**config.mk**
```make
export PLATFORM = sky130hd
export DESIGN_NAME = jtag_tap_ctrl
export DESIGN_NICKNAME = d
export VERILOG_FILES = /design/src/rtl/jtag_tap_pkg.sv /design/src/rtl/jtag_tap_fsm.sv /design/src/rtl/jtag_tap_ctrl.sv
export SDC_FILE = /design/constraint.sdc
export NUM_CORES = 1
export LEC_CHECK = 0
export ABC_AREA = 1
export CAP_MARGIN = 20
export CORE_MARGIN = 8
export CORE_UTILIZATION = 32
export DETAILED_ROUTE_END_ITERATION = 12
export PLACE_DENSITY_LB_ADDON = 0.3
export SETUP_SLACK_MARGIN = 0.4
export SLEW_MARGIN = 20
export SYNTH_ARGS = -nofsm -noshare
export SYNTH_HDL_FRONTEND = slang
export SYNTH_SLANG_ARGS = --single-unit
```
**constraint.sdc**
```tcl
create_clock -name tck_i -period 1.6 [get_ports tck_i]
set_input_delay 0.32 -clock tck_i [delete_from_list [all_inputs] [get_ports tck_i]]
set_output_delay 0.32 -clock tck_i [all_outputs]
set_load 0.05 [all_outputs]
```
**src/rtl/jtag_tap_pkg.sv**
```systemverilog
// jtag_tap_pkg
// Shared definitions for the JTAG TAP controller: TAP state encoding,
// instruction register width, opcodes and the Capture-IR pattern.
package jtag_tap_pkg;

    localparam int IR_LEN = 5;

    localparam logic [IR_LEN-1:0] OP_IDCODE = 5'b00010;
    localparam logic [IR_LEN-1:0] OP_REG1   = 5'b00100;
    localparam logic [IR_LEN-1:0] OP_REG2   = 5'b00101;
    localparam logic [IR_LEN-1:0] OP_REG3   = 5'b00110;
    localparam logic [IR_LEN-1:0] OP_BYPASS = 5'b11111;

    // Loaded into the IR shift register in Capture-IR; the 01 in the two
    // LSBs lets the host detect broken IR chains.
    localparam logic [IR_LEN-1:0] CAPTURE_IR = 5'b00001;

    typedef enum logic [3:0] {
        TAP_TLR      = 4'h0,
        TAP_RTI      = 4'h1,
        TAP_SEL_DR   = 4'h2,
        TAP_CAP_DR   = 4'h3,
        TAP_SHIFT_DR = 4'h4,
        TAP_EXIT1_DR = 4'h5,
        TAP_PAUSE_DR = 4'h6,
        TAP_EXIT2_DR = 4'h7,
        TAP_UPD_DR   = 4'h8,
        TAP_SEL_IR   = 4'h9,
        TAP_CAP_IR   = 4'hA,
        TAP_SHIFT_IR = 4'hB,
        TAP_EXIT1_IR = 4'hC,
        TAP_PAUSE_IR = 4'hD,
        TAP_EXIT2_IR = 4'hE,
        TAP_UPD_IR   = 4'hF
    } tap_state_e;

endpackage

```
**src/rtl/jtag_tap_fsm.sv**
```systemverilog
// jtag_tap_fsm
// 16-state IEEE 1149.1 TAP state machine clocked by TCK.
// Ports:
//   i_tck, i_rst_n   TCK and synchronous active-low reset
//   i_tms            TMS, sampled on rising TCK
//   o_next_tlr       next state is Test-Logic-Reset (IR reload)
//   o_capture_dr/o_shift_dr/o_update_dr   DR state decodes
//   o_capture_ir/o_shift_ir/o_update_ir   IR state decodes
//
// state    | meaning
// TLR      | test-logic-reset, IR forced to IDCODE
// RTI      | run-test/idle
// SEL_DR   | select DR scan
// CAP_DR   | capture selected data register
// SHIFT_DR | shift data register, TDI in / TDO out
// EXIT1_DR | leave shift, go to pause or update
// PAUSE_DR | hold DR contents
// EXIT2_DR | resume shift or go to update
// UPD_DR   | update data register
// SEL_IR   | select IR scan
// CAP_IR   | load IR shift register with capture pattern
// SHIFT_IR | shift IR shift register
// EXIT1_IR | leave shift, go to pause or update
// PAUSE_IR | hold IR shift contents
// EXIT2_IR | resume shift or go to update
// UPD_IR   | copy IR shift register into IR
module jtag_tap_fsm
    import jtag_tap_pkg::*;
(
    input  logic i_tck,
    input  logic i_rst_n,
    input  logic i_tms,
    output logic o_next_tlr,
    output logic o_capture_dr,
    output logic o_shift_dr,
    output logic o_update_dr,
    output logic o_capture_ir,
    output logic o_shift_ir,
    output logic o_update_ir
);

    tap_state_e r_state;
    tap_state_e w_next;

    always_comb begin
        w_next = r_state;
        case (r_state)
            TAP_TLR:      w_next = i_tms ? TAP_TLR      : TAP_RTI;
            TAP_RTI:      w_next = i_tms ? TAP_SEL_DR   : TAP_RTI;
            TAP_SEL_DR:   w_next = i_tms ? TAP_SEL_IR   : TAP_CAP_DR;
            TAP_CAP_DR:   w_next = i_tms ? TAP_EXIT1_DR : TAP_SHIFT_DR;
            TAP_SHIFT_DR: w_next = i_tms ? TAP_EXIT1_DR : TAP_SHIFT_DR;
            TAP_EXIT1_DR: w_next = i_tms ? TAP_UPD_DR   : TAP_PAUSE_DR;
            TAP_PAUSE_DR: w_next = i_tms ? TAP_EXIT2_DR : TAP_PAUSE_DR;
            TAP_EXIT2_DR: w_next = i_tms ? TAP_UPD_DR   : TAP_SHIFT_DR;
            TAP_UPD_DR:   w_next = i_tms ? TAP_SEL_DR   : TAP_RTI;
            TAP_SEL_IR:   w_next = i_tms ? TAP_TLR      : TAP_CAP_IR;
            TAP_CAP_IR:   w_next = i_tms ? TAP_EXIT1_IR : TAP_SHIFT_IR;
            TAP_SHIFT_IR: w_next = i_tms ? TAP_EXIT1_IR : TAP_SHIFT_IR;
            TAP_EXIT1_IR: w_next = i_tms ? TAP_UPD_IR   : TAP_PAUSE_IR;
            TAP_PAUSE_IR: w_next = i_tms ? TAP_EXIT2_IR : TAP_PAUSE_IR;
            TAP_EXIT2_IR: w_next = i_tms ? TAP_UPD_IR   : TAP_SHIFT_IR;
            TAP_UPD_IR:   w_next = i_tms ? TAP_SEL_DR   : TAP_RTI;
            default:      w_next = TAP_TLR;
        endcase
    end

    always_ff @(posedge i_tck) begin
        if (!i_rst_n) begin
            r_state <= TAP_TLR;
        end else begin
            r_state <= w_next;
        end
    end

    assign o_next_tlr   = (w_next  == TAP_TLR);
    assign o_capture_dr = (r_state == TAP_CAP_DR);
    assign o_shift_dr   = (r_state == TAP_SHIFT_DR);
    assign o_update_dr  = (r_state == TAP_UPD_DR);
    assign o_capture_ir = (r_state == TAP_CAP_IR);
    assign o_shift_ir   = (r_state == TAP_SHIFT_IR);
    assign o_update_ir  = (r_state == TAP_UPD_IR);

endmodule

```
**src/rtl/jtag_tap_ctrl.sv**
```systemverilog
// jtag_tap_ctrl
// JTAG TAP controller: 5-bit IR, internal IDCODE and BYPASS registers,
// decode of three external user data registers and the TDO mux.
// Ports:
//   tck_i, rst_ni       TCK and synchronous active-low reset
//   tms_i, td_i, td_o   JTAG pins; td_o registered on falling TCK
//   shift_dr_o, update_dr_o, capture_dr_o   DR state strobes
//   memory_sel_o, fifo_sel_o, confreg_sel_o  IR decodes for user registers
//   scan_in_o           TDI forwarded to the user registers
//   memory_out_i, fifo_out_i, confreg_out_i  user register serial outputs
module jtag_tap_ctrl
    import jtag_tap_pkg::*;
#(
    parameter logic [31:0] IDCODE_VALUE = 32'h249511C3
)
(
    input  logic tck_i,
    input  logic rst_ni,
    input  logic tms_i,
    input  logic td_i,
    output logic td_o,
    output logic shift_dr_o,
    output logic update_dr_o,
    output logic capture_dr_o,
    output logic memory_sel_o,
    output logic fifo_sel_o,
    output logic confreg_sel_o,
    output logic scan_in_o,
    input  logic memory_out_i,
    input  logic fifo_out_i,
    input  logic confreg_out_i
);

    logic [IR_LEN-1:0] r_ir;
    logic [IR_LEN-1:0] r_ir_sr;
    logic [31:0]       r_idcode_sr;
    logic              r_bypass;
    logic              r_tdo;

    logic w_next_tlr;
    logic w_capture_dr;
    logic w_shift_dr;
    logic w_update_dr;
    logic w_capture_ir;
    logic w_shift_ir;
    logic w_update_ir;
    logic w_sel_idcode;
    logic w_sel_mem;
    logic w_sel_fifo;
    logic w_sel_conf;
    logic w_sel_bypass;
    logic w_tdo_next;

    jtag_tap_fsm u_fsm (
        .i_tck        (tck_i),
        .i_rst_n      (rst_ni),
        .i_tms        (tms_i),
        .o_next_tlr   (w_next_tlr),
        .o_capture_dr (w_capture_dr),
        .o_shift_dr   (w_shift_dr),
        .o_update_dr  (w_update_dr),
        .o_capture_ir (w_capture_ir),
        .o_shift_ir   (w_shift_ir),
        .o_update_ir  (w_update_ir)
    );

    assign w_sel_idcode = (r_ir == OP_IDCODE);
    assign w_sel_mem    = (r_ir == OP_REG1);
    assign w_sel_fifo   = (r_ir == OP_REG2);
    assign w_sel_conf   = (r_ir == OP_REG3);
    // Any unrecognised opcode (not only OP_BYPASS) routes through bypass.
    assign w_sel_bypass = ~(w_sel_idcode | w_sel_mem | w_sel_fifo | w_sel_conf);

    always_ff @(posedge tck_i) begin
        if (!rst_ni) begin
            r_ir        <= OP_IDCODE;
            r_ir_sr     <= '0;
            r_idcode_sr <= IDCODE_VALUE;
            r_bypass    <= 1'b0;
        end else begin
            if (w_next_tlr) begin
                r_ir <= OP_IDCODE;
            end else if (w_update_ir) begin
                r_ir <= r_ir_sr;
            end

            if (w_capture_ir) begin
                r_ir_sr <= CAPTURE_IR;
            end else if (w_shift_ir) begin
                r_ir_sr <= {td_i, r_ir_sr[IR_LEN-1:1]};
            end

            if (w_sel_idcode && w_capture_dr) begin
                r_idcode_sr <= IDCODE_VALUE;
            end else if (w_sel_idcode && w_shift_dr) begin
                r_idcode_sr <= {td_i, r_idcode_sr[31:1]};
            end

            if (w_sel_bypass && w_capture_dr) begin
                r_bypass <= 1'b0;
            end else if (w_sel_bypass && w_shift_dr) begin
                r_bypass <= td_i;
            end
        end
    end

    always_comb begin
        w_tdo_next = 1'b0;
        if (w_shift_ir) begin
            w_tdo_next = r_ir_sr[0];
        end else if (w_shift_dr) begin
            if (w_sel_idcode)      w_tdo_next = r_idcode_sr[0];
            else if (w_sel_mem)    w_tdo_next = memory_out_i;
            else if (w_sel_fifo)   w_tdo_next = fifo_out_i;
            else if (w_sel_conf)   w_tdo_next = confreg_out_i;
            else                   w_tdo_next = r_bypass;
        end
    end

    // Falling-edge launch gives the host a full half period of setup
    // before it samples TDO at the next rising edge.
    always_ff @(negedge tck_i) begin
        if (!rst_ni) begin
            r_tdo <= 1'b0;
        end else begin
            r_tdo <= w_tdo_next;
        end
    end

    assign td_o          = r_tdo;
    assign shift_dr_o    = w_shift_dr;
    assign update_dr_o   = w_update_dr;
    assign capture_dr_o  = w_capture_dr;
    assign memory_sel_o  = w_sel_mem;
    assign fifo_sel_o    = w_sel_fifo;
    assign confreg_sel_o = w_sel_conf;
    assign scan_in_o     = td_i;

endmodule

```
Word level (Yosys, flattened, before mapping)
Index checks and enable logic that the tools add are counted.
{"block": "totals", "register_bits": 48, "inputBits": 7, "output_inout_bits": 8, "wordCells": 66}
{"block": "classes", "eq_ne": 19, "muxes": 21, "n_bitwise": 5, "n_reduce_logical": 14}
{"cell": "one-hot mux 4 bit (12 select lines)", "n": 1}
{"cell": "== test 4 bit, second input constant", "n": 8}
{"cell": "== test 4 x 3 -> 1 bit, second input constant", "n": 4}
{"cell": "2-to-1 mux 4 bit", "n": 4}
{"cell": "== test 5 x 3 -> 1 bit, second input constant", "n": 3}
{"cell": "OR reduction 2 bit", "n": 6}
{"cell": "2-to-1 mux 1 bit", "n": 11}
{"cell": "== test 4 x 2 -> 1 bit, second input constant", "n": 2}
{"cell": "zero test 4 bit", "n": 2}
{"cell": "2-to-1 mux 2 bit", "n": 3}
{"cell": "2-to-1 mux 3 bit", "n": 2}
{"cell": "== test 5 x 2 -> 1 bit, second input constant", "n": 1}
{"cell": "== test 4 x 1 -> 1 bit, second input constant", "n": 1}
{"cell": "logical AND 1 bit", "n": 4}
{"cell": "OR 1 bit", "n": 3}
{"cell": "OR reduction 3 bit", "n": 1}
{"cell": "inverter 1 bit", "n": 2}
{"cell": "nonzero test 2 bit", "n": 1}

Depth between registers and ports, before layout
{"block": "depth", "ltp_word": 7, "mapped_depth": 10, "mapped_depth_nobuf": 10}

Cells and area by module
From an unflattened synthesis, not the netlist that was laid out.
{"block": "unflattened", "hier_cells": 296, "area_unflattened_um2": 2129.5}
{"mod": "jtag_tap_ctrl", "n_inst": 1, "cells_per_inst": 222, "area_each_um2": 1752.9}
{"mod": "jtag_tap_fsm", "n_inst": 1, "cells_per_inst": 74, "area_each_um2": 376.6}

==> impl_results.md <==
* Final slew viol count at 0
* Cell Pwr Density at 680 nW/um2
* Worst-path cell chain: buf_12
* Routed length per instance at 13.4 um
* Reg2reg start: r_ir[3]
* DR iter-0 viols at 84
* Hold Path End: r_idcode_sr[22]
* Clk sinks at 48
* Vias in the first global route at 2050
* Syn_nets at 308
* Slew @ Worst Pin at 0.248 ns
* Total negative slack at -10.40 ns
* Tot GR Track Use at 0.113
* CORE AREA at 6310 um2
* Total routed wirelength at 6.04 mm
* Worst Hold Class: flip-flop to flip-flop
* Syn avg cell area at 6.91 um2
* Hold path depth at 2
* Port Buf Inserts at 14
* Largest buffer count on any clock path at 2
* Failing checks: setup timing
* Starting Density at 0.330
* Ant diodes at 0
* Layout Skew at 0.0566 ns
* Layout filler cell count at 524
* Crit path max-delay family: flip-flops
* Hold Startpoint: r_idcode_sr[23]
* Flops & latches, synth at 48
* Cells after Synth at 301
* Peak VDD IR at 500 uV
* CTS tree: yes
* I/O Pins at 15
* R2R Path End: td_o
* First-pass GRT wire length at 9.09 mm
* Die footprint at 9340 um2
* CP Class: flip-flop to primary output
* Status: finished with violations
* Total power at 2.46 mW
* Num CTS Buffers at 5
* Synthesized area at 2080 um2
* P&R area growth vs syn at 73.6%
* Rel. slew slack at 0.833
* Critical path arrival at 1.66 ns
* Initial antenna violation count at 0
* Post-CTS Hold Fix Bufs at 0
* CP max FO at 1
* Placer's final routability congestion estimate at 0.845
* R2R setup slack at -0.34 ns
* Vias/cell at 4.90
* RSZ-0062 raised after global routing: true
* Final worst slack at -0.375 ns
* Die height at 96.6 um
* Critical path's slowest cell: dfxtp_4
* Final Hold Fails at 0
* Register area share after synthesis at 0.462
* Detail Route Antenna Nets at 0
* Overflow after GRT at 0
* CP startpoint kind: flip-flop
* Share of layout cells above drive strength 1 at 0.511
* Final HPWL DP at 3.37 mm
* Worst-path clk slew at 0.10 ns
* Crit. End Element: primary output
* Final setup viols at 43
* Nets at 380
* Largest net degree at the start of global routing at 21
* WP buf/inv at 1
* 1st-pass router iterations at 4
* Path depth of the worst reg2reg path at 8
* Clock Latency Late Sink at 0.36 ns
* Rows at 29
* Synth warn at 0
* Required @ worst endpoint at 1.28 ns
* Via count at 2208
* P_leak at 1.67 nW
* Clk Tree Root Cell: clkbuf_8
* Max cap viols at 0
* CP peak stage delay at 0.35 ns
* H-tree levels at 2
* DRC errors left at 0
* Chip Width at 96.6 um
* Number of library cell types mapped by synthesis at 20
==> registers in the layout, summed over array words and instances, names as in the netlist <==
| name | count |
|---|---|
| td_o | 1 |
| r_ir | 5 |
| u_fsm.r_state | 4 |
| r_ir_sr | 5 |
| r_bypass | 1 |
| r_idcode_sr | 32 |
==> power by group <==
part	switching (mW)	internal (mW)
sequential	0.0168	1.20
clock	0.440	0.474
combinational	0.180	0.141
==> layout by cell type, fill, tap and decap left out, types with 7 or more instances in the layout <==
| cell type | instances |
|---|---|
| inv_4 | 7 |
| buf_6 | 20 |
| inv_1 | 15 |
| nand2_2 | 21 |
| dfxtp_1 | 40 |
| buf_4 | 33 |
| nand2_1 | 67 |
| buf_12 | 11 |
| a21oi_2 | 8 |
| a21oi_1 | 19 |
| nor2_4 | 11 |
| nor2_1 | 13 |
| nand2_4 | 22 |
| nand3_1 | 12 |
| nand3_2 | 10 |
==> layout make-up <==
class                           count  area (um2)  share of cell area
Multi-Input combinational cell    211        1410               0.390
Tap cell                           77        96.3              0.0267
Timing Repair inverter              2        25.0             0.00693
Inverter                           31         170              0.0471
Clock buffer                        5        68.8              0.0191
Sequential cell                    48         983               0.272
Clock inverter                      4        51.3              0.0142
Timing Repair Buffer               73         810               0.224
==> per-stage QoR <==
step / hold WS [ns] / instance area [um2] / utilization / setup WS (ns) / cells
5_1_grt: 0.481 / 3610 / 0.572 / -0.454 / 451
3_5_place_dp: 0.448 / 2750 / 0.436 / -0.444 / 417
3_3_place_gp: 0.443 / 2750 / 0.436 / -0.436 / 417
6_report: 0.463 / 3610 / 0.572 / -0.375 / 451
2_1_floorplan: 0.421 / 2270 / - / -0.511 / 301
4_1_cts: 0.466 / 3250 / 0.514 / -0.375 / 444
==> how the worst max path moves through the flow <==
stage | start | to | slack, ns | cells after the start
2_1_floorplan | r_ir[3] | td_o | -0.51 | 8
3_5_place_dp | fifo_out_i | td_o | -0.44 | 7
4_1_cts | td_o | td_o | -0.38 | 1
3_3_place_gp | fifo_out_i | td_o | -0.44 | 7
6_report | td_o | td_o | -0.38 | 1
5_1_grt | r_ir[3] | td_o | -0.45 | 8
==> per-layer routing <==
metal,GRT usage,share of wire,vias up
met4,0.0414,0.018,0
met1,0.130,0.43,1065
li1,-,-,1092
met2,0.196,0.52,39
met5,0,0,-
met3,0.0277,0.028,12
==> worst min-delay path, cell delays in order, from the launching register on <==
cell     delay (ns)
dfxtp_1        0.32
nand2_1        0.06
a21oi_1        0.05
==> cells in the mapped netlist <==
library cell | count | share of area
a21oi_1 | 28 | 0.067
a221oi_1 | 1 | 0.0042
buf_2 | 6 | 0.014
buf_4 | 2 | 0.0072
buf_6 | 2 | 0.011
clkinv_2 | 1 | 0.0024
dfxtp_1 | 48 | 0.46
inv_1 | 26 | 0.047
inv_2 | 5 | 0.0090
mux2i_1 | 2 | 0.0096
nand2_1 | 108 | 0.19
nand2_2 | 2 | 0.0060
nand3_1 | 26 | 0.063
nand3_4 | 1 | 0.0084
nand4_1 | 2 | 0.0060
nor2_1 | 24 | 0.043
nor2_2 | 4 | 0.012
o21ai_0 | 11 | 0.026
o21ai_1 | 1 | 0.0024
o21ai_2 | 1 | 0.0042
==> repair_timing <==
| item | in CTS | in global routing |
|---|---|---|
| buffers inserted | 17 | 6 |
| endpoints found under the setup margin | 55 | 55 |
| cloned | 2 | 1 |
| gates resized for setup | 64 | 90 |
| pin swaps | 18 | 28 |
==> cell families (layout without fill, tap and decap cells) <==
logic type             Yosys count  count (layout)  share of synthesized area
buffers and inverters           42             115                     0.0908
muxes                            2               2                    0.00962
AOI/OAI and AO/OA               42              42                      0.105
and+or+nand+nor                167             167                      0.333
DFF                             48              48                      0.462
(Power assumes the default switching activity.)
